[src/rtl/dmem_arbiter_pkg.sv]
// Shared definitions for the data-memory arbiter: FSM state encoding,
// requester identifiers and default geometry of the shared memory.
package dmem_arbiter_pkg;

  // Default number of 32-bit words behind the arbiter and address width
  localparam int DEFAULT_DEPTH = 100;
  localparam int DEFAULT_AW    = 32;

  // Arbiter sequencing: wait, drive the memory for one cycle, answer for one cycle
  typedef enum logic [1:0] {
    ST_IDLE   = 2'd0,
    ST_ACCESS = 2'd1,
    ST_RESP   = 2'd2
  } state_t;

  // Requester identifiers; the core is requester 0, the loader requester 1
  localparam logic REQ_CORE   = 1'b0;
  localparam logic REQ_LOADER = 1'b1;

  // Expands a requester id into a {loader, core} one-hot strobe pair
  function automatic logic [1:0] onehot_id(input logic id);
    return (id == REQ_LOADER) ? 2'b10 : 2'b01;
  endfunction

endpackage

[src/rtl/dmem_arbiter_rr_arb2.sv]
// Two-way round-robin priority picker. A lone requester always wins; on a
// tie the requester that was not served last wins. The memory of who was
// served last lives in the caller so this block stays purely combinational.
module rr_arb2
  import dmem_arbiter_pkg::*;
(
  input  logic [1:0] req,
  input  logic       last_owner,
  output logic       grant_valid,
  output logic       grant_id
);

  // Pick the winner from the request pattern and the previous owner
  always_comb begin
    grant_valid = |req;
    grant_id    = REQ_CORE;
    case (req)
      2'b01:   grant_id = REQ_CORE;
      2'b10:   grant_id = REQ_LOADER;
      2'b11:   grant_id = ~last_owner;
      default: grant_id = REQ_CORE;
    endcase
  end

endmodule

[src/rtl/dmem_arbiter.sv]
// Shares a single-port data memory (combinational read, synchronous write)
// between the MIPS core load/store path (requester 0) and the test/loader
// port (requester 1). One access is in flight at a time: the winning request
// is captured, the memory is driven for one cycle, and the result is
// presented for one cycle with a valid pulse. Arbitration also happens in the
// response cycle so a continuously requesting port gets one access every two
// cycles. Word addresses at or beyond DEPTH never reach the memory; they
// complete with rdata 0 and an err pulse.
module dmem_arbiter
  import dmem_arbiter_pkg::*;
#(
  parameter int DEPTH = DEFAULT_DEPTH,
  parameter int AW    = DEFAULT_AW
) (
  input  logic          clk,
  input  logic          rst,

  input  logic          req0,
  input  logic          we0,
  input  logic [AW-1:0] addr0,
  input  logic [31:0]   wdata0,
  output logic          gnt0,
  output logic          rvalid0,
  output logic [31:0]   rdata0,

  input  logic          req1,
  input  logic          we1,
  input  logic [AW-1:0] addr1,
  input  logic [31:0]   wdata1,
  output logic          gnt1,
  output logic          rvalid1,
  output logic [31:0]   rdata1,

  output logic          err,

  output logic          mem_we,
  output logic [AW-1:0] mem_a,
  output logic [31:0]   mem_wd,
  input  logic [31:0]   mem_rd,

  output logic          busy
);

  // First illegal word address, widened to the address bus for an unsigned compare
  localparam logic [AW-1:0] DEPTH_A = AW'(DEPTH);

  state_t        state;
  logic          owner;
  logic          last_owner;

  // Captured request; addr_q already holds 0 for an out-of-range request so
  // the memory pins can be driven straight from it
  logic          we_q;
  logic          in_range_q;
  logic [AW-1:0] addr_q;
  logic [31:0]   wdata_q;

  logic          grant_valid;
  logic          grant_id;

  logic          sel_we;
  logic [AW-1:0] sel_addr;
  logic [31:0]   sel_wdata;
  logic          sel_in_range;
  logic [31:0]   access_rdata;

  rr_arb2 u_rr_arb2 (
    .req         ({req1, req0}),
    .last_owner  (last_owner),
    .grant_valid (grant_valid),
    .grant_id    (grant_id)
  );

  // Fields of whichever requester the picker chose this cycle
  assign sel_we       = (grant_id == REQ_LOADER) ? we1    : we0;
  assign sel_addr     = (grant_id == REQ_LOADER) ? addr1  : addr0;
  assign sel_wdata    = (grant_id == REQ_LOADER) ? wdata1 : wdata0;
  assign sel_in_range = (sel_addr < DEPTH_A);

  // Writes and rejected addresses answer with zero data
  assign access_rdata = (in_range_q && !we_q) ? mem_rd : 32'h0;

  assign mem_a  = addr_q;
  assign mem_wd = wdata_q;

  // Sequencer: arbitrate in IDLE/RESP, drive memory in ACCESS, answer in RESP
  always_ff @(posedge clk or posedge rst) begin
    if (rst) begin
      state      <= ST_IDLE;
      owner      <= REQ_CORE;
      last_owner <= REQ_LOADER;
      we_q       <= 1'b0;
      in_range_q <= 1'b0;
      addr_q     <= '0;
      wdata_q    <= 32'h0;
      gnt0       <= 1'b0;
      gnt1       <= 1'b0;
      rvalid0    <= 1'b0;
      rvalid1    <= 1'b0;
      rdata0     <= 32'h0;
      rdata1     <= 32'h0;
      err        <= 1'b0;
      mem_we     <= 1'b0;
      busy       <= 1'b0;
    end else begin
      unique case (state)
        ST_IDLE, ST_RESP: begin
          rvalid0 <= 1'b0;
          rvalid1 <= 1'b0;
          rdata0  <= 32'h0;
          rdata1  <= 32'h0;
          err     <= 1'b0;
          if (grant_valid) begin
            state        <= ST_ACCESS;
            owner        <= grant_id;
            last_owner   <= grant_id;
            we_q         <= sel_we;
            in_range_q   <= sel_in_range;
            addr_q       <= sel_in_range ? sel_addr : '0;
            wdata_q      <= sel_wdata;
            {gnt1, gnt0} <= onehot_id(grant_id);
            mem_we       <= sel_we && sel_in_range;
            busy         <= 1'b1;
          end else begin
            state  <= ST_IDLE;
            gnt0   <= 1'b0;
            gnt1   <= 1'b0;
            mem_we <= 1'b0;
            busy   <= 1'b0;
          end
        end

        ST_ACCESS: begin
          state   <= ST_RESP;
          gnt0    <= 1'b0;
          gnt1    <= 1'b0;
          mem_we  <= 1'b0;
          rvalid0 <= (owner == REQ_CORE);
          rvalid1 <= (owner == REQ_LOADER);
          rdata0  <= (owner == REQ_CORE)   ? access_rdata : 32'h0;
          rdata1  <= (owner == REQ_LOADER) ? access_rdata : 32'h0;
          err     <= !in_range_q;
          busy    <= 1'b1;
        end

        default: begin
          state   <= ST_IDLE;
          gnt0    <= 1'b0;
          gnt1    <= 1'b0;
          rvalid0 <= 1'b0;
          rvalid1 <= 1'b0;
          rdata0  <= 32'h0;
          rdata1  <= 32'h0;
          err     <= 1'b0;
          mem_we  <= 1'b0;
          busy    <= 1'b0;
        end
      endcase
    end
  end

endmodule
[config.mk]
export PLATFORM = sky130hd
export DESIGN_NAME = dmem_arbiter
export DESIGN_NICKNAME = d
export VERILOG_FILES = /design/src/rtl/dmem_arbiter_pkg.sv /design/src/rtl/dmem_arbiter_rr_arb2.sv /design/src/rtl/dmem_arbiter.sv
export SDC_FILE = /design/constraint.sdc
export NUM_CORES = 1
export LEC_CHECK = 0
export ABC_AREA = 1
export CAP_MARGIN = 20
export CELL_PAD_IN_SITES_DETAIL_PLACEMENT = 0
export CELL_PAD_IN_SITES_GLOBAL_PLACEMENT = 1
export CORE_MARGIN = 10
export CORE_UTILIZATION = 30
export DETAILED_ROUTE_END_ITERATION = 16
export PLACE_DENSITY = 0.82
export SLEW_MARGIN = 20
export SYNTH_ARGS = -nofsm -noshare
export SYNTH_HDL_FRONTEND = slang
export SYNTH_SLANG_ARGS = --single-unit
[constraint.sdc]
create_clock -name clk -period 6.35 [get_ports clk]
set_clock_uncertainty 0.1 [all_clocks]
set_input_delay 0.635 -clock clk [delete_from_list [all_inputs] [get_ports clk]]
set_output_delay 0.635 -clock clk [all_outputs]
set_load 0.02 [all_outputs]
==> impl_metrics.toml <==
[logic_synthesis]
yosysMostFrequentCell = "nand2_1"
ys.flop_type = "dfrtp_1"
synth.avg_cell_area_um2 = 8.75
synthArstFlopShare_pct = 100
yosysUniqueCellTypes = 17
syn-cell-area_um2 = 5630
yosys-top-cells-count = "nand2_1, dfrtp_1, nor2_1, o21ai_0, inv_1"
synth_fp_nets = 809
synth_top_area_share_pct = 62.2
yosysTopAreaCell = "dfrtp_1"
synth_seq_area_share_pct = 62.7
netlist_instances = 643
synth_edf_count = 0
ys_top_cells_by_area = "dfrtp_1, nand2_1, nor2_1"
ys_ff_latch = 141
yosys_warnings = 0

[floorplan]
dieArea_um2 = 24600
initial_utilization_pct = 30.3
ios = 301
fp.dieW_um = 157
die_h_um = 157
num_rows = 50
core_area_um2 = 18600

[critical_path]
crit_fanout = 45
crit_path_start_kind = "primary input"
cp.required_ps = 6580
cp-startpoint = "req0"
r2r-start = "last_owner$_DFFE_PP1P_"
cp-end-kind = "flip-flop"
crit_arrival_ps = 3690
path_class = "in -> reg"

[timing]
finalSetupViolCount = 0
fin_crit_sh_pct = 54.3
hold_viol_final = 0
fin_tns_setup_ps = 0
rsz0062_at_grt = "false"
worst_pin_slew_ps = 898
clock.fmax_mhz = 290
worst_slack_ps = 2900
drv_slew = 0
slew_headroom_pct = 40.1
period_needed_ps = 3450

[grt]
gr-total-overflow = 0
grt_start_max_net_pins = 76
antenna_found_initial = 0
grt_pass1_wl_um = 30000
grt_pass1_vias = 5212
grt_usage_pct = 15.8

[hold_path]
worstHoldStart = "state[1]$_DFF_PP0_"
min_path_type = "reg -> reg"

[finish]
multi_input_area_um2 = 1690
syn2layout_area_growth_pct = 67.2
fin_area_um2 = 9410
seqCellArea_um2 = 3530
final_cells = 1181
utilization_pct = 50.7
final_layout_size_suffix_gt1_share_pct = 4.86
nNetsFinal = 1099
fillCellCount = 1755

[cts]
clk_latency_ps = 410
clock_sinks = 141
h-tree-depth = 4
cts_hold_buffers = 0
ctsResizeCount = 0
clock-root-buffer = "clkbuf_16"
ctsLongestPathBuffers = 2
post_cts_buffers = 0
cts_buffers = 17
clk_pin_slew_ps = 60
cts_tree = "done"

[route]
vias = 5102
drt_wl_total_um = 19800
drt_iter0_drc = 309
viasPerCell = 4.32
drt-wirelength-per-cell_um = 16.8
drtAntennaViolNets = 0
drc = 0
first_pass_iters = 4

[flow_run]
drv_cap = 0

[place]
io_buffer_count = 300
placed_cell_area_um2 = 8830
finalWeightedCongestion = 0.809
dp_hpwl_um = 14800
dp.cells = 1148
place_ws_ps = 2450

[power_and_ir_drop]
vdd_drop_max_mv = 0.154
power.density_nw_per_um2 = 258
cellLeakagePower_nw = 4.17

[status]
status = "finished clean"
==> where the power goes <==
group          internal [mW]  total (mW)  leakage [nW]  switching (mW)
sequential             0.955       0.983          1.89          0.0282
clock                  0.593       0.977         0.281           0.384
combinational          0.219       0.465          2.00           0.247
total                   1.77        2.43          4.17           0.659
==> stage by stage <==
step	hold slack (ps)	power, mW
floorplan	288	1.21
global placement	303	1.47
detailed placement	308	1.47
CTS	315	2.46
global route	332	2.54
finish	316	2.43
==> cell type report <==
class	instances	area share [%]
clock inverter	12	1.46
timing repair buffer	305	32.3
tap	234	3.11
sequential	141	37.5
clock buffer	20	4.74
inverter	71	2.88
antenna	1	0.0266
multi-input combinational	397	18.0
==> sequential cells by signal, indices dropped and copies added (netlist names) <==
register    count
we_q            1
rvalid1         1
rdata0         32
gnt0            1
in_range_q      1
busy            1
rvalid0         1
rdata1         32
mem_wd         32
last_owner      1
owner           1
state           2
mem_a          32
gnt1            1
err             1
mem_we          1
==> critical path: stages <==
cell and delay (ps):
clkdlybuf4s50_1 530, nand2_1 250, nand2_2 530, buf_4 500, inv_2 380, nand2_1 150, nand3_1 80, nor2_1 90
nand2_1 90, nor2_4 220, nand2_1 100, o21ai_1 120
==> kinds of logic (layout without fill, tap and decap cells) <==
group                  after synthesis  in the layout  share of synthesized area, %
AO/OA/AOI/OAI                       84             84                          7.51
other                                0              1                             0
buffers and inverters              105            408                          7.51
AND/OR/NAND/NOR                    313            313                          22.3
flip-flops                         141            141                          62.7
==> metal layers <==
layer  vias up  global-route usage (%)  share of wire, %
met5         -                       0                 0
met4         0                    4.63               1.4
met3        14                    6.09               8.6
met2       163                    26.6                50
met1      2360                    18.2                40
li1       2565                       -                 -
==> layout by cell type (no fill, tap or decap) <==
master,count
clkinvlp_4,2
nor2_1,128
nand3b_1,7
clkbuf_8,1
bufinv_16,2
nor2_2,1
clkbuf_16,17
nor2_4,2
clkinv_4,3
a22oi_1,1
inv_6,4
dfrtp_1,140
clkinv_2,2
inv_2,4
clkdlybuf4s50_1,300
buf_4,5
dfstp_2,1
inv_1,66
o21ai_0,72
nand3_1,8
nor3_1,8
o21ai_4,1
nand4_1,7
diode_2,1
o21ai_1,10
clkbuf_1,2
nand2_2,1
nand2_1,151
==> worst paths after layout <==
check | cells after the start | slack (ps) | end
min in group asynchronous | 2 | 620 | rdata1[31]$_DFF_PP0_
min reg2reg | 1 | 320 | state[1]$_DFF_PP0_
max reg2reg | 11 | 3140 | in_range_q$_DFFE_PP0P_
max in group asynchronous | 3 | 4150 | mem_a[25]$_DFFE_PP0P_
max | 12 | 2900 | in_range_q$_DFFE_PP0P_
min | 1 | 320 | state[1]$_DFF_PP0_
Power figures use the tool's default switching activity.
==> patch (same settings) <==
Re-encode `state_t` (3 states) as one-hot, 3 bits wide.
--- a/src/rtl/dmem_arbiter_pkg.sv
+++ b/src/rtl/dmem_arbiter_pkg.sv
@@ -7,10 +7,10 @@
   localparam int DEFAULT_AW    = 32;
 
   // Arbiter sequencing: wait, drive the memory for one cycle, answer for one cycle
-  typedef enum logic [1:0] {
-    ST_IDLE   = 2'd0,
-    ST_ACCESS = 2'd1,
-    ST_RESP   = 2'd2
+  typedef enum logic [2:0] {
+    ST_IDLE   = 3'b001,
+    ST_ACCESS = 3'b010,
+    ST_RESP   = 3'b100
   } state_t;
 
   // Requester identifiers; the core is requester 0, the loader requester 1
Function: same outputs for any inputs over 10 cycles, from zero or initial values and one cycle with rst high; not proved beyond that.
==> patch against the unedited design <==
Routed wire length is 3.4% lower; cell area rose by 0.48%; count of clock-buffer cells in the layout decreased by 3; synthesized area rose by 0.36%; via count down 0.78%; sequential share of layout area is 0.099 points higher; sequential cell count is 1 higher; setup slack improved by 0.86 ns; global-route usage shrank 0.53 points; critical path type unchanged.
Power is not compared: it rests on default switching activity, and its combinational part moved more than twofold at a synthesized area within 25%.
==> patch: results (changes against the unedited design) <==
outcome=completed; R2R Path End=mem_we; CTS root buffer=clkbuf_16; CTS Buffer Depth=2 (unchanged); mux cell area share after synthesis=0% (unchanged); synthesized instance count=642 (-0.16%); worst setup path end=busy; gpl congestion=0.7712 (-4.6%); CTS H-tree lvls=4 (unchanged); Tightest Pin Transition=0.7477 ns (-0.1505 ns); TritonRoute pass-1 iters=4 (unchanged); initial antenna violation count=0 (unchanged); via/cell ratio=4.268 (-1.2%); largest net degree at the start of global routing=84 (+11%); Seq/Total Area, Yosys=62.95% (+0.24 points); Leak=4.274 nW; asr flop ratio synth=100.0% (unchanged); Post-DP HPWL=14600 um (-1.1%); synth top area cells=dfrtp_1 62%, nand2_1 14%, nor2_1 6.6%, inv_1 4.5%, nand3_1 3.5%; worst reg-to-reg path cell count=7 (-4); Crit Path Max Fanout=46 (+2.2%); r2r startpoint=last_owner; Post-synth top flop=dfrtp_1; post-CTS sizing=0 (unchanged); Post-synth top cells=213 x nand2_1, 140 x dfrtp_1, 100 x nor2_1; Diodes inserted=0 (-1); DRT iter0 DRCs=201 (-35%); Worst Path Arrival=2.79 ns (-0.90 ns); dpl cells=1154 (+0.52%); share of layout cells above drive strength 1=5.672% (+0.81 points); Synth Area in Adders=0% (unchanged); Tot GR Track Use=15.23% (-0.53 points); PortBufs=300 (unchanged); crit path launch=req1; Syn Nets=808 (-0.12%); via count=5062 (-0.78%); R2R Setup Slk=4.14 ns (+1.00 ns); DIE AREA=24720 um^2 (+0.31%); first-pass GRT wire length=29020 um (-3.1%); wire per inst=16.13 um (-3.8%); Layout Nets=1105 (+0.55%); Synth Area in Compound Gates=2.348% (-5.2 points); top-count cell post-synth=nand2_1; Unique masters post-synth=23 (+6); YS warnings=0 (unchanged); Peak VDD IR=0.1604 mV
==> patch: changes by cell type in the layout (fill, tap and decap cells not counted), moves of 3 or more <==
cell / change
o21ai_0: -60
nand2_1: +62
nand3_1: +31
o21ai_1: -3
nor2_1: -29
==> patch: report_power, final <==
group          internal, mW  leakage [nW]  total [mW]  switching (mW)
Sequential             1.04          1.92        1.11          0.0685
Clock                 0.589         0.285       0.997           0.408
Combinational         0.406          2.07       0.968           0.562
==> patch: worst min-delay path by stage <==
stage	from	endpoint	slack [ns]	depth (start not counted)
6_report	owner	rvalid0	0.34	1
5_1_grt	owner	rvalid0	0.37	1
4_1_cts	owner	rvalid0	0.34	1
3_5_place_dp	owner	rvalid0	0.33	1
3_3_place_gp	owner	rvalid0	0.33	1
2_1_floorplan	owner	rvalid0	0.31	1
==> patch: per-layer routing <==
layer	track usage (%)	vias up	share of wire, %
li1	-	2540	-
met1	16.60	2335	38
met2	26.73	167	52
met3	5.650	20	8.1
met4	5.031	0	1.5
met5	0	-	0
==> patch: stage by stage <==
stage / hold slack [ns] / total power [mW] / utilization, % / setup slack, ns / area, um^2
finish: 0.3365 / 3.075 / 50.74 / 3.757 / 9459
global route: 0.3694 / 3.253 / 50.74 / 3.472 / 9459
global placement: 0.3273 / 2.099 / 47.54 / 3.365 / 8862
floorplan: 0.3149 / 1.648 / - / 1.809 / 5649
CTS: 0.3394 / 3.118 / 50.74 / 3.724 / 9459
detailed placement: 0.3316 / 2.107 / 47.54 / 3.294 / 8862
==> patch: layout make-up <==
type / count / area, um^2
multi-input combinational: 401 / 1690
timing repair buffer: 307 / 3055
tap: 234 / 292.8
fill: 1777 / 9184
clock inverter: 15 / 171.4
clock buffer: 17 / 425.4
inverter: 70 / 267.8
sequential: 142 / 3556
==> patch: logic make-up (layout without fill, tap and decap cells) <==
logic type	count (synthesis)	in the layout
buffers and inverters	99	409
DFF	142	142
AOI/OAI and AO/OA	22	22
and+or+nand+nor	379	379
==> patch: critical path, cell delays in order <==
cell and delay, ns:
clkdlybuf4s50_1 0.68, o211ai_4 0.28, buf_4 0.47, inv_2 0.41, nor2_1 0.23, inv_1 0.06
